File: config.mk
export PLATFORM = sky130hd
export DESIGN_NAME = muldiv_iter
export DESIGN_NICKNAME = d
export VERILOG_FILES = /design/src/rtl/muldiv_iter.sv
export SDC_FILE = /design/constraint.sdc
export NUM_CORES = 1
export LEC_CHECK = 0
export ABC_AREA = 1
export BUFFER_PORTS_ARGS = -buffer_cell sky130_fd_sc_hd__buf_2
export CORE_ASPECT_RATIO = 1.4
export CORE_MARGIN = 2
export CORE_UTILIZATION = 25
export CTS_BUF_LIST = sky130_fd_sc_hd__clkbuf_16
export CTS_CLUSTER_DIAMETER = 80
export DETAILED_ROUTE_END_ITERATION = 7
export GPL_TIMING_DRIVEN = 0
export PLACE_DENSITY = 0.45
export SLEW_MARGIN = 20
export SYNTH_ARGS = -nofsm -noshare
export SYNTH_HDL_FRONTEND = slang
export SYNTH_SLANG_ARGS = --single-unit
File: constraint.sdc
create_clock -name clk -period 7.1 [get_ports clk]
set_clock_uncertainty 0.1 [all_clocks]
set_input_delay 0.355 -clock clk [delete_from_list [all_inputs] [get_ports clk]]
set_output_delay 0.355 -clock clk [all_outputs]
set_load 0.02 [all_outputs]
File: src/rtl/muldiv_iter.sv
// Iterative multiply/divide unit (MULT/MULTU/DIV/DIVU) with start/busy/done handshake and annul.
// Optional MULDIV_FAST_MUL_EN: single-edge registered multiply, divide stays iterative.
module muldiv_iter #(
  parameter int WIDTH = 32,
  parameter int CNT_W = 6
) (
  input  logic             clk,
  input  logic             rst,
  input  logic             start,
  input  logic [1:0]       op,
  input  logic [WIDTH-1:0] opa,
  input  logic [WIDTH-1:0] opb,
  input  logic             annul,
  output logic             busy,
  output logic             done,
  output logic [WIDTH-1:0] result_hi,
  output logic [WIDTH-1:0] result_lo,
  output logic             div_by_zero
);

  // state | meaning
  // IDLE  | waiting for start
  // CALC  | one multiply/divide bit per cycle, busy high
  // DONE  | results valid, done pulse; start here relaunches
  typedef enum logic [1:0] {IDLE, CALC, DONE} state_t;

  state_t                 state;
  logic [CNT_W-1:0]       count;
  logic                   is_div;
  logic                   neg_q;
  logic                   neg_r;
  logic [WIDTH:0]         rem;
  logic [WIDTH-1:0]       quo;
  logic [WIDTH-1:0]       dvs;

  logic                   launch;
  logic                   in_signed;
  logic                   in_zero_div;
  logic [WIDTH-1:0]       mag_a;
  logic [WIDTH-1:0]       mag_b;

  logic [WIDTH:0]         sum;
  logic [WIDTH:0]         rem_sh;
  logic [WIDTH+1:0]       diff;
  logic [WIDTH:0]         nxt_rem;
  logic [WIDTH-1:0]       nxt_quo;
  logic [2*WIDTH-1:0]     prod;
  logic [WIDTH-1:0]       fin_q;
  logic [WIDTH-1:0]       fin_r;
  logic                   last_iter;

  assign launch      = (state != CALC) && start && !annul;
  assign in_signed   = !op[0];
  assign in_zero_div = op[1] && (opb == '0);
  assign last_iter   = (count == CNT_W'(WIDTH - 1));

  always_comb begin
    mag_a = (in_signed && opa[WIDTH-1]) ? -opa : opa;
    mag_b = (in_signed && opb[WIDTH-1]) ? -opb : opb;
  end

`ifdef MULDIV_FAST_MUL_EN
  logic [2*WIDTH-1:0] fast_prod;
  always_comb begin
    if (in_signed)
      fast_prod = {{WIDTH{opa[WIDTH-1]}}, opa} * {{WIDTH{opb[WIDTH-1]}}, opb};
    else
      fast_prod = {{WIDTH{1'b0}}, opa} * {{WIDTH{1'b0}}, opb};
  end
`endif

  // Datapath shared by both ops: rem is the product high half / partial remainder,
  // quo is the multiplier being shifted out / quotient being shifted in, dvs is multiplicand / divisor.
  always_comb begin
    sum    = rem + (quo[0] ? {1'b0, dvs} : '0);
    rem_sh = {rem[WIDTH-1:0], quo[WIDTH-1]};
    diff   = {1'b0, rem_sh} - {2'b00, dvs};
    if (is_div) begin
      if (!diff[WIDTH+1]) begin
        nxt_rem = diff[WIDTH:0];
        nxt_quo = {quo[WIDTH-2:0], 1'b1};
      end else begin
        nxt_rem = rem_sh;
        nxt_quo = {quo[WIDTH-2:0], 1'b0};
      end
    end else begin
      nxt_rem = {1'b0, sum[WIDTH:1]};
      nxt_quo = {sum[0], quo[WIDTH-1:1]};
    end
    prod = {nxt_rem[WIDTH-1:0], nxt_quo};
    if (neg_q)
      prod = -prod;
    fin_q = neg_q ? -nxt_quo : nxt_quo;
    fin_r = neg_r ? -nxt_rem[WIDTH-1:0] : nxt_rem[WIDTH-1:0];
  end

  always_ff @(posedge clk) begin
    if (rst) begin
      state       <= IDLE;
      busy        <= 1'b0;
      done        <= 1'b0;
      result_hi   <= '0;
      result_lo   <= '0;
      div_by_zero <= 1'b0;
      count       <= '0;
      is_div      <= 1'b0;
      neg_q       <= 1'b0;
      neg_r       <= 1'b0;
      rem         <= '0;
      quo         <= '0;
      dvs         <= '0;
    end else begin
      case (state)
        IDLE, DONE: begin
          state <= IDLE;
          busy  <= 1'b0;
          done  <= 1'b0;
          if (launch) begin
            count  <= '0;
            is_div <= op[1];
            neg_q  <= in_signed && (opa[WIDTH-1] ^ opb[WIDTH-1]);
            neg_r  <= in_signed && opa[WIDTH-1];
            rem    <= '0;
            quo    <= op[1] ? mag_a : mag_b;
            dvs    <= op[1] ? mag_b : mag_a;
            if (in_zero_div) begin
              state       <= DONE;
              done        <= 1'b1;
              result_hi   <= opa;
              result_lo   <= '1;
              div_by_zero <= 1'b1;
            end
`ifdef MULDIV_FAST_MUL_EN
            else if (!op[1]) begin
              state       <= DONE;
              done        <= 1'b1;
              result_hi   <= fast_prod[2*WIDTH-1:WIDTH];
              result_lo   <= fast_prod[WIDTH-1:0];
              div_by_zero <= 1'b0;
            end
`endif
            else begin
              state <= CALC;
              busy  <= 1'b1;
            end
          end
        end
        CALC: begin
          if (annul) begin
            state <= IDLE;
            busy  <= 1'b0;
          end else begin
            rem   <= nxt_rem;
            quo   <= nxt_quo;
            count <= count + 1'b1;
            if (last_iter) begin
              state       <= DONE;
              busy        <= 1'b0;
              done        <= 1'b1;
              result_hi   <= is_div ? fin_r : prod[2*WIDTH-1:WIDTH];
              result_lo   <= is_div ? fin_q : prod[WIDTH-1:0];
              div_by_zero <= 1'b0;
            end
          end
        end
        default: begin
          state <= IDLE;
          busy  <= 1'b0;
          done  <= 1'b0;
        end
      endcase
    end
  end

endmodule

# Yosys cells after proc, flatten, opt, wreduce, memory -nomap -nowiden
# Index checks and enable logic that the tools add are counted.
[classes] n_bitwise=1 n_addsub=8 reduce_logical=16 eq_ne=9 mux=52
[ops] operator="$mux W32" n=20
[ops] operator="$pmux W32 S2" n=3
[ops] operator="$mux W33" n=4
[ops] operator="$neg A32 Y32" n=4
[ops] operator="$pmux W33 S2" n=1
[ops] operator="$mux W64" n=1
[ops] operator="$neg A64 Y64" n=1
[ops] operator="$sub A33 B32 Y34" n=1
[ops] operator="$add A33 B32 Y33" n=1
[ops] operator="$logic_not A32 Y1" n=1
[ops] operator="$mux W1" n=12
[ops] operator="$mux W6" n=2
[ops] operator="$pmux W6 S2" n=1
[ops] operator="$mux W2" n=4
[ops] operator="$ne A2 B2 Y1 const B" n=4
[ops] operator="$add A6 B1 Y6 const B" n=1
[ops] operator="$eq A6 B5 Y1 const B" n=1
[ops] operator="$logic_and A1 B1 Y1" n=6
[ops] operator="$pmux W1 S2" n=3
[ops] operator="$reduce_and A5 Y1" n=1
[ops] operator="$pmux W2 S2" n=1
[ops] operator="$reduce_and A2 Y1" n=2
[ops] operator="$ne A3 B3 Y1 const B" n=1
[ops] operator="$reduce_and A3 Y1" n=1
[ops] operator="8 further kinds" n=9
[word_totals] output_inout_bits=67 inputBits=70 elab_cells=99 register_bits=175

# Logic depth before layout (Yosys ltp)
# Gate-level depths: netlist (run 1).
[logic_depth] word_depth=9 depth_mapped=36

# Worst setup path after synthesis (run 1)
# No wires, ideal clock.
[synth_timing] path_kind="reg-to-reg" start="register dvs[8]" end="register result_hi[24]" t_arrival_ns=3.493 path_buffers=0 synth_period_minus_slack_ns=3.725 setup_slack_ns=3.375 path_stages_with_launch=35 setup_ns=0.132 path_cell_list="dfxtp_1 > inv_1 > ha_1 > nand2_2 > inv_1 > nand2_1 > nand2_1 > inv_2 > nand3_2 > nand2_2 > nand2_2 > nand2_4 > nand2_8 > nand2_4 > nand2_2 > inv_2 > ha_1 > inv_1 > nor2_1 > nand2_1 > nor2_4 > nand2_2 > nor2_4 > nand3_1 > nor2_2 > nand4_1 > nor2_2 > o21ai_0 > a21oi_2 > nand2_1 > nand2_1 > xor2_1 > nand2_1 > nand2_1 > a21oi_1"
[synth_via] elab_chain_len=9
[synth_rtl] element="from (decl)" line="34" source="logic [WIDTH-1:0] dvs;"
[synth_rtl] element="from (signal assigned)" line="125" source="dvs <= op[1] ? mag_b : mag_a;"
[synth_rtl] element="$sub A33 B32 Y34 / $mux W32 (equally long branches)" line="77, 75"
[synth_rtl] element="$mux W1, or another cell as far along" line="79" source="if (!diff[WIDTH+1]) begin"
[synth_rtl] element="$mux W32 / $mux W33 (equally long branches)" line="78" source="if (is_div) begin"
[synth_rtl] element="$neg A64 Y64 / $neg A32 Y32 (equally long branches)" line="92, 94"
[synth_rtl] element="$mux W64 / $mux W32 (equally long branches)" line="91, 94"
[synth_rtl] element="$mux W32 *" line="160" source="result_hi <= is_div ? fin_r : prod[2*WIDTH-1:WIDTH];"
[synth_rtl] element="$mux W32 *" line="156" source="if (last_iter) begin"
[synth_rtl] element="$mux W32 *" line="149" source="if (annul) begin"
[synth_rtl] element="$pmux W32 S2 *" line="113" source="case (state)"
[synth_rtl] element="to (signal assigned)" line="129" source="result_hi <= opa;"
[synth_rtl] element="to (signal assigned)" line="160"
[synth_rtl] element="to (decl)" line="16" source="output logic [WIDTH-1:0] result_hi,"
# Every way passes the cells marked *; elsewhere a longest branch is shown, timed or not. The select of a mux whose other input is x is not followed.
# A chain may end at the register's enable or synchronous reset.

# Final worst setup path (run 1)
[layout_timing] start="register dvs[31]" end="register result_hi[30]"
# Same word-level chain as after synthesis.

==> results of run 1 <==
placed cells by master (no fill, tap or decap), drive strengths merged, types with 8 or more instances in the layout:
| master | n |
|---|---|
| nand3 | 247 |
| nand2 | 945 |
| ha | 69 |
| o211ai | 28 |
| clkbuf | 84 |
| a22oi | 10 |
| xor2 | 70 |
| o21a | 8 |
| o21bai | 8 |
| xnor2 | 15 |
| a221oi | 9 |
| o221ai | 15 |
| nand3b | 15 |
| clkinv | 10 |
| nor3 | 42 |
| nor4 | 8 |
| a21oi | 214 |
| o21ai | 174 |
| inv | 498 |
| a31oi | 13 |
| or2 | 13 |
| dfxtp | 175 |
| nor2 | 334 |
| buf | 183 |
| nand4 | 55 |
| o22ai | 13 |
power by group through the flow:
stage / registers, mW / logic (mW) / clock network (mW)
final: 1.06 / 1.22 / 1.05
after global routing: 1.07 / 1.32 / 1.10
after CTS: 1.06 / 1.20 / 1.06
after detailed placement: 1.09 / 1.20 / 0
after global placement: 1.09 / 1.20 / 0
after floorplan: 1.10 / 0.730 / 0
worst paths after layout:
path	startpoint	endpoint	slack (ns)	depth (start not counted)
worst max-delay path	dvs[31]	result_hi[30]	1.36	28
worst min-delay path	opa[0]	dvs[0]	0.16	3
worst max register to register	dvs[31]	result_hi[30]	1.36	28
worst min register to register	div_by_zero	div_by_zero	0.36	2
metal layers:
layer,GRT usage (%),vias up,wire length (um)
li1,-,10332,-
met1,26.44,9829,34820
met2,46.34,823,47460
met3,3.174,300,4357
met4,21.85,4,9324
met5,0,-,32
cells in the mapped netlist (17+ instances only):
cell,count,share of area [%]
nand2_2,17,0.60
dfxtp_1,175,20
ha_1,69,4.9
clkbuf_1,67,1.4
nand3_2,20,1.1
nand2_1,924,20
nand3_1,227,6.4
o211ai_1,28,1.2
nand4_1,54,1.9
o21ai_0,143,4.0
o21ai_1,23,0.65
xor2_1,70,3.5
nor2_2,21,0.74
nor2_1,310,6.6
inv_1,480,10
nor3_1,37,1.0
a21oi_1,208,5.9
worst min-delay path, stage by stage:
cell,delay [ns]
buf_2,0.17
nand2_1,0.09
a31oi_1,0.06
cells by family after synthesis:
group           after synthesis  synth area share, %
compound gates              517                16.83
simple gates               1663                40.35
flops                       175                19.73
xor+xnor                     85                4.193
fa+ha+maj                    71                5.087
buf+inv                     613                13.80
flip-flops by register name, indices dropped and copies added, names as in the netlist, 2 cells and up:
signal and count:
rem 33, result_hi 32, result_lo 32, dvs 32
quo 32, state 2, count 6
area by class of cell:
cell class	instances	area (sq um)	share of cell area (%)
clock buffers	17	425.4	2.103
well taps	936	1171	5.788
plain buffers	114	576.8	2.851
flip-flops and latches	175	3503	17.32
repair buffers	136	686.9	3.395
inverters	499	1874	9.264
multi-input cells	2336	11800	58.34
clock inverters	15	191.4	0.9462
==> results.yml, run 1 <==
status:
  status: "completed"
routing:
  drt_pass1_iterations: 8
  vias_per_cell: 5.035
  via_count: 21288
  dr.first_iter.drc_count: 1652
  wire_per_inst_um: 22.70
  routed_wl_um: 95990
  ant_nets: 0
  drc: 0
placed_design:
  pre_cts_ws_ns: 1.514
  portBuffers: 135
  dp_hpwl_um: 81660
  postPlaceCellArea_sq_um: 19620
  dp_cells: 4196
  place.gp.congestion: 1.035
die:
  core_sq_um: 70360
  die_height_um: 319.3
  die_w_um: 229.2
  design.portCount: 137
  rows: 115
  start_util_pct: 25.24
  die_area_sq_um: 73210
min_path:
  holdCritPathClass: "in2reg"
clock_network:
  holdBufCountCts: 0
  h-tree-depth: 4
  cts_buffers: 17
  clock-sinks: 175
  cts_resized: 0
  clk_pin_slew_ns: 0.07
  cts_setup_buffers: 0
  cts_tree: "yes"
  clock_tree.buffer_depth: 2
  clock_latency_ns: 0.49
  cts_root_buf: "clkbuf_16"
logic_synthesis:
  synth.avg_cell_area_sq_um: 5.684
  synth_fp_nets: 3265
  synthDistinctLibCells: 61
  syn_inst: 3124
  synth_edf_count: 0
  synth-async-reset-ratio_pct: 0
  synth_area_sq_um: 17760
  yosysSeqAreaShare_pct: 19.73
  ys_seq_elements: 175
  yosysWarnings: 0
  synth_top_flop_cell: "dfxtp_1"
cells_and_area:
  antenna_cells: 0
  areaGrowthSynthToFinish_pct: 13.94
  fin_area_sq_um: 20230
  fillers: 8283
  final_util_pct: 28.75
  stdcell_count: 4228
  nNetsFinal: 3420
  drive_gt1_share_pct: 9.508
worst_setup_path:
  path_common_cell: "nand3_1"
  max_stage_delay_ns: 0.46
  critPathRequiredTime_ns: 7.35
  critPathKind: "reg2reg"
  cp_max_fo: 10
  crit_family: "simple AND/OR/NAND/NOR gates"
  startpoint_type: "flop"
  end_kind: "flop"
  slowest_stage: "dfxtp_1"
  arrival_ns: 5.99
  worst-path-buf-inv: 3
power_and_ir_drop:
  p_per_area_nw_per_um2: 164.7
  p_clk_share_pct: 31.6
  power_mw: 3.333
  p_seq_share_pct: 31.9
  combPwrFrac_pct: 36.5
  ir_drop_uv: 201.7
  intPower_mw: 1.947
  p_leak_nw: 10.23
  switching_power_mw: 1.385
  sw_frac_of_total_pct: 41.56
timing:
  grt_setup_unrepaired: "false"
  setup_slack_ns: 1.361
  fin_crit_ns: 5.739
  hold_ws_ns: 0.1557
  setup_tns_ns: 0
  final_max_slew_viol_count: 0
  min_period_over_period_pct: 80.83
  max_clock_freq_mhz: 174.2
  setup_violations: 0
  worst_slew_pin_slew_ns: 1.166
  finalHoldViolations: 0
  slew-limit-headroom_pct: 22.26
grt:
  grt-ovfl-total: 0
  grt_start_max_net_pins: 17
  grtUsageTotal_pct: 25.75
  antenna_found_initial: 3
  grt_pass1_vias: 20601
  grt_first_pass_wirelength_um: 137800
run:
  drv_cap: 0
Note: power is estimated with default switching activity, not from simulation.
==> run 2, diff against run 1 <==
==> constraint.sdc (replaced) <==
create_clock -name clk -period 5.4 [get_ports clk]
set_clock_uncertainty 0.1 [all_clocks]
set_input_delay 0.27 -clock clk [delete_from_list [all_inputs] [get_ports clk]]
set_output_delay 0.27 -clock clk [all_outputs]
set_load 0.02 [all_outputs]
==> run 2 against run 1 <==
Against the previous run: total power up 32%; critical path type unchanged; register-to-register slack got worse by 1.1 ns; largest cell class unchanged; critical endpoint unchanged; critical path depth shrank 3; global-route usage barely moved; setup slack got worse by 1.1 ns.
==> results.yml, run 2 (same netlist as run 1, synthesis figures left out) <==
worst_setup_path:
  startpoint_type: "flop"
  end_kind: "flop"
  arrival_ns: 5.36
  cp_max_fo: 10
  critPathRequiredTime_ns: 5.65
  critPathKind: "reg2reg"
clock_network:
  holdBufCountCts: 0
  clock_tree.buffer_depth: 2
  clk_pin_slew_ns: 0.07
  clock-sinks: 175
  h-tree-depth: 4
  clock_latency_ns: 0.48
  cts_tree: "yes"
  cts_buffers: 17
  cts_root_buf: "clkbuf_16"
timing:
  final_max_slew_viol_count: 0
  fin_crit_ns: 5.111
  max_clock_freq_mhz: 195.7
  setup_slack_ns: 0.2892
  min_period_over_period_pct: 94.64
  setup_tns_ns: 0
  worst_slew_pin_slew_ns: 1.110
  grt_setup_unrepaired: "false"
  setup_violations: 0
  finalHoldViolations: 0
  slew-limit-headroom_pct: 26.03
  hold_ws_ns: 0.06037
die:
  die_height_um: 319.3
  start_util_pct: 25.24
  die_w_um: 229.2
  die_area_sq_um: 73210
  design.portCount: 137
  rows: 115
  core_sq_um: 70360
grt:
  grt_first_pass_wirelength_um: 137800
  grtUsageTotal_pct: 25.75
  antenna_found_initial: 4
  grt_pass1_vias: 20620
  grt_start_max_net_pins: 17
  grt-ovfl-total: 0
placed_design:
  dp_cells: 4196
  portBuffers: 135
  pre_cts_ws_ns: -0.1857
  postPlaceCellArea_sq_um: 19620
  dp_hpwl_um: 81660
  place.gp.congestion: 1.035
cells_and_area:
  final_cell_mix: "nand2_1 (924), inv_1 (477), nor2_1 (310)"
  stdcell_count: 4231
  areaGrowthSynthToFinish_pct: 14.56
  largest_reg_flops: 33
  fin_area_sq_um: 20340
  nNetsFinal: 3422
  mostFrequentLayoutCell: "nand2_1"
  final_util_pct: 28.91
  regMostFlops: "rem"
  drive_gt1_share_pct: 10.47
status:
  status: "completed"
power_and_ir_drop:
  power_mw: 4.391
  p_leak_nw: 10.24
  p_per_area_nw_per_um2: 215.9
  ir_drop_uv: 268.6
routing:
  drc: 0
  ant_nets: 0
  via_count: 21152
  drt_pass1_iterations: 6
  wire_per_inst_um: 22.68
  vias_per_cell: 4.999
  routed_wl_um: 95960
  dr.first_iter.drc_count: 1768
min_path:
  holdCritPathClass: "in2reg"
run:
  drv_cap: 0
==> run 2: changes by cell type in the layout (fill, tap and decap cells not counted), sizes merged <==
| cell | change |
|---|---|
| buf | +2 |
| diode | +1 |
==> run 2: metal layers <==
layer | part of all wire (%) | vias to the layer above | track usage [%] | routed length, um
met4 | 9.8 | 4 | 22.06 | 9379
li1 | - | 10345 | - | -
met2 | 49 | 748 | 46.26 | 47400
met5 | 0.033 | - | 0 | 32
met1 | 36 | 9756 | 26.36 | 34810
met3 | 4.5 | 299 | 3.273 | 4337
==> run 2: area by class of cell <==
| class | instances | area, sq um |
|---|---|---|
| sequential | 175 | 3526 |
| antenna | 1 | 2.502 |
| buffer | 114 | 578.1 |
| clock inverter | 15 | 191.4 |
| clock buffer | 17 | 425.4 |
| multi-input combinational | 2336 | 11870 |
| timing repair buffer | 138 | 701.9 |
| fill | 8261 | 50020 |
| tap | 936 | 1171 |
| inverter | 499 | 1877 |
==> run 2: timing repair <==
item / 4_1_cts / 5_1_grt
gates resized for setup: 3 / 35
pin swaps: 1 / 3
setup endpoints to repair: 5 / 15
buffers inserted: 1 / 1
==> run 2: worst paths after layout <==
check | from | end | slack, ns | cells after the start
worst max-delay path | quo[0] | result_hi[30] | 0.29 | 25
worst min-delay path | opa[0] | dvs[0] | 0.06 | 3
worst max register to register | quo[0] | result_hi[30] | 0.29 | 25
worst min register to register | div_by_zero | div_by_zero | 0.36 | 2
==> run 2: power by group <==
| part | switching [mW] | internal [mW] | leakage, nW |
|---|---|---|---|
| registers | 0.0465 | 1.35 | 1.43 |
| logic | 1.17 | 0.440 | 8.51 |
| clock network | 0.611 | 0.772 | 0.297 |
==> run 2: critical path, stage by stage (launching register included) <==
cell,delay [ns]
dfxtp_1,0.31
clkbuf_1,0.31
clkbuf_2,0.39
nand2_1,0.09
inv_1,0.06
ha_1,0.29
fa_1,0.31
nand2_1,0.09
nand2_1,0.07
o21ai_0,0.12
o21ai_1,0.36
nand2_1,0.14
nand2_1,0.17
nand2_1,0.07
nand3_1,0.18
nand3_2,0.29
nor2_1,0.33
inv_1,0.09
nor2_2,0.24
nand3_1,0.20
a21oi_2,0.22
nand2_1,0.10
nand3_1,0.11
nand3_2,0.16
nand2_1,0.14
a21oi_1,0.06
==> run 3, diff against run 2 <==
--- a/config.mk
+++ b/config.mk
@@ -8,13 +8,12 @@
 export ABC_AREA = 1
 export BUFFER_PORTS_ARGS = -buffer_cell sky130_fd_sc_hd__buf_2
 export CORE_ASPECT_RATIO = 1.4
-export CORE_MARGIN = 2
 export CORE_UTILIZATION = 25
 export CTS_BUF_LIST = sky130_fd_sc_hd__clkbuf_16
 export CTS_CLUSTER_DIAMETER = 80
 export DETAILED_ROUTE_END_ITERATION = 7
 export GPL_TIMING_DRIVEN = 0
-export PLACE_DENSITY = 0.45
+export PLACE_DENSITY = 0.38
 export SLEW_MARGIN = 20
 export SYNTH_ARGS = -nofsm -noshare
 export SYNTH_HDL_FRONTEND = slang
==> run 3 against run 2 <==
Against the previous run: sequential power barely moved; fmax fell by 1.9%; utilization rose by 0.089 points; largest cell class unchanged; routed wire length rose by 6.7%; global-route usage rose by 2.8 points; final area rose by 0.10%; first-iteration DRC count fell by 7.2%; non-clock buffer count did not move.
==> results.yml, run 3 (same netlist as run 1, synthesis figures left out) <==
power_and_ir_drop:
  p_leak_nw: 10.26
  ir_drop_uv: 275.2
  p_per_area_nw_per_um2: 219.9
  power_mw: 4.477
min_path:
  holdPathEnd: "dvs[4]"
  hp-start: "opb[4]"
  holdPathStages: 4
  holdCritPathClass: "in2reg"
cells_and_area:
  mostFrequentLayoutCell: "nand2_1"
  drive_gt1_share_pct: 10.29
  nNetsFinal: 3422
  seqCellArea_sq_um: 3515
  stdcell_count: 4231
  regMostFlops: "rem"
  fillers: 8303
  areaGrowthSynthToFinish_pct: 14.68
  final_util_pct: 29.00
  final_cell_mix: "nand2_1 (923), inv_1 (479), nor2_1 (310)"
  largest_reg_flops: 33
  multi_input_area_sq_um: 11880
routing:
  via_count: 21239
  drt_pass1_iterations: 6
  ant_nets: 0
  routed_wl_um: 102400
  dr.first_iter.drc_count: 1640
  wire_per_inst_um: 24.20
  vias_per_cell: 5.020
  drc: 0
timing:
  slew-limit-headroom_pct: 15.64
  max_clock_freq_mhz: 192.0
  worst_slew_pin_slew_ns: 1.265
  setup_tns_ns: 0
  finalHoldViolations: 0
  min_period_over_period_pct: 96.46
  setup_violations: 0
  final_max_slew_viol_count: 0
  fin_crit_ns: 5.209
die:
  die_height_um: 317.3
  start_util_pct: 25.29
  core_sq_um: 70220
  design.portCount: 137
  rows: 115
  die_area_sq_um: 72110
  die_w_um: 227.2
clock_network:
  clk_pin_slew_ns: 0.09
  clock_latency_ns: 0.53
  cts_buffers: 17
  cts_root_buf: "clkbuf_16"
  cts_tree: "yes"
  clock-sinks: 175
  clock_tree.buffer_depth: 2
  h-tree-depth: 4
worst_setup_path:
  arrival_ns: 5.49
  cp_max_fo: 10
  end_kind: "flop"
  crit_family: "simple AND/OR/NAND/NOR gates"
  startpoint_type: "flop"
  timing.rr.end: "result_hi[28]"
  critPathKind: "reg2reg"
  critPathRequiredTime_ns: 5.68
  max_stage_delay_ns: 0.38
  cp.depth: 31
  ff2ff_setup_slack_ns: 0.19
  r2r_start: "dvs[30]"
  slowest_stage: "ha_1"
  r2r_cells: 31
  worst-path-buf-inv: 4
run:
  drv_cap: 0
grt:
  grtUsageTotal_pct: 28.51
  grt_start_max_net_pins: 17
  grt_first_pass_wirelength_um: 144200
  grt-ovfl-total: 0
  grt_pass1_vias: 20770
  antenna_found_initial: 2
placed_design:
  dp_hpwl_um: 87670
  portBuffers: 135
  place.gp.congestion: 1.082
  dp_cells: 4195
status:
  status: "completed"
run 3: cell count changes in the layout (fill, tap and decap cells not counted), sizes merged:
cell / previous run / this run
clkinv: 10 / 9
dlygate4sd3: 0 / 1
inv: 498 / 500
clkinvlp: 2 / 1
clkbuf: 84 / 83
run 3: metal layers:
metal | vias to the layer above | track usage (%) | part of all wire (%)
met5 | - | 0 | 0.023
met4 | 4 | 22.19 | 8.6
met3 | 245 | 3.705 | 4.0
met2 | 715 | 50.80 | 50
met1 | 9925 | 30.25 | 37
li1 | 10350 | - | -
run 3: worst min-delay path, stage by stage:
cell	delay, ns
buf_2	0.10
xor2_1	0.10
nand2_1	0.07
a31oi_1	0.06
run 3: final cells by class:
| cell class | instances | share of cell area [%] |
|---|---|---|
| inverter | 499 | 9.216 |
| buffer | 113 | 2.820 |
| antenna | 1 | 0.01229 |
| timing repair buffer | 139 | 3.478 |
| tap | 936 | 5.751 |
| multi-input combinational | 2336 | 58.35 |
| clock buffer | 17 | 2.089 |
| sequential | 175 | 17.26 |
| clock inverter | 15 | 1.026 |
run 3: worst max-delay path by stage:
stage / start / end / slack [ns]
after floorplan: dvs[8] / result_hi[24] / 1.67
after global placement: dvs[26] / result_hi[30] / -0.61
after detailed placement: dvs[26] / result_hi[30] / -0.58
after CTS: dvs[19] / result_hi[4] / 0.02
after global routing: dvs[16] / result_hi[28] / -0.006
final: dvs[30] / result_hi[28] / 0.19
run 3: where the power goes:
part / switching, mW / internal [mW] / total (mW)
registers: 0.0463 / 1.35 / 1.40
clock network: 0.651 / 0.780 / 1.43
logic: 1.21 / 0.441 / 1.65
run 3: timing repair:
item                                    CTS  global route
buffers inserted                          2             1
hold endpoints to repair                  1             0
gates resized for setup                  14            17
hold buffers                              1             0
gates cloned                              0             0
pin swaps                                 1             3
endpoints found under the setup margin   16            17
run 3: per-stage QoR:
stage	hold WS (ns)	instance area, sq um	worst slack (ns)
after detailed placement	0.3543	19600	-0.5840
final	0.02114	20360	0.1912
after global placement	0.3548	19600	-0.6135
after floorplan	0.3289	17760	1.675
after global routing	0.03687	20360	-0.006341
after CTS	0.005337	20320	0.01845
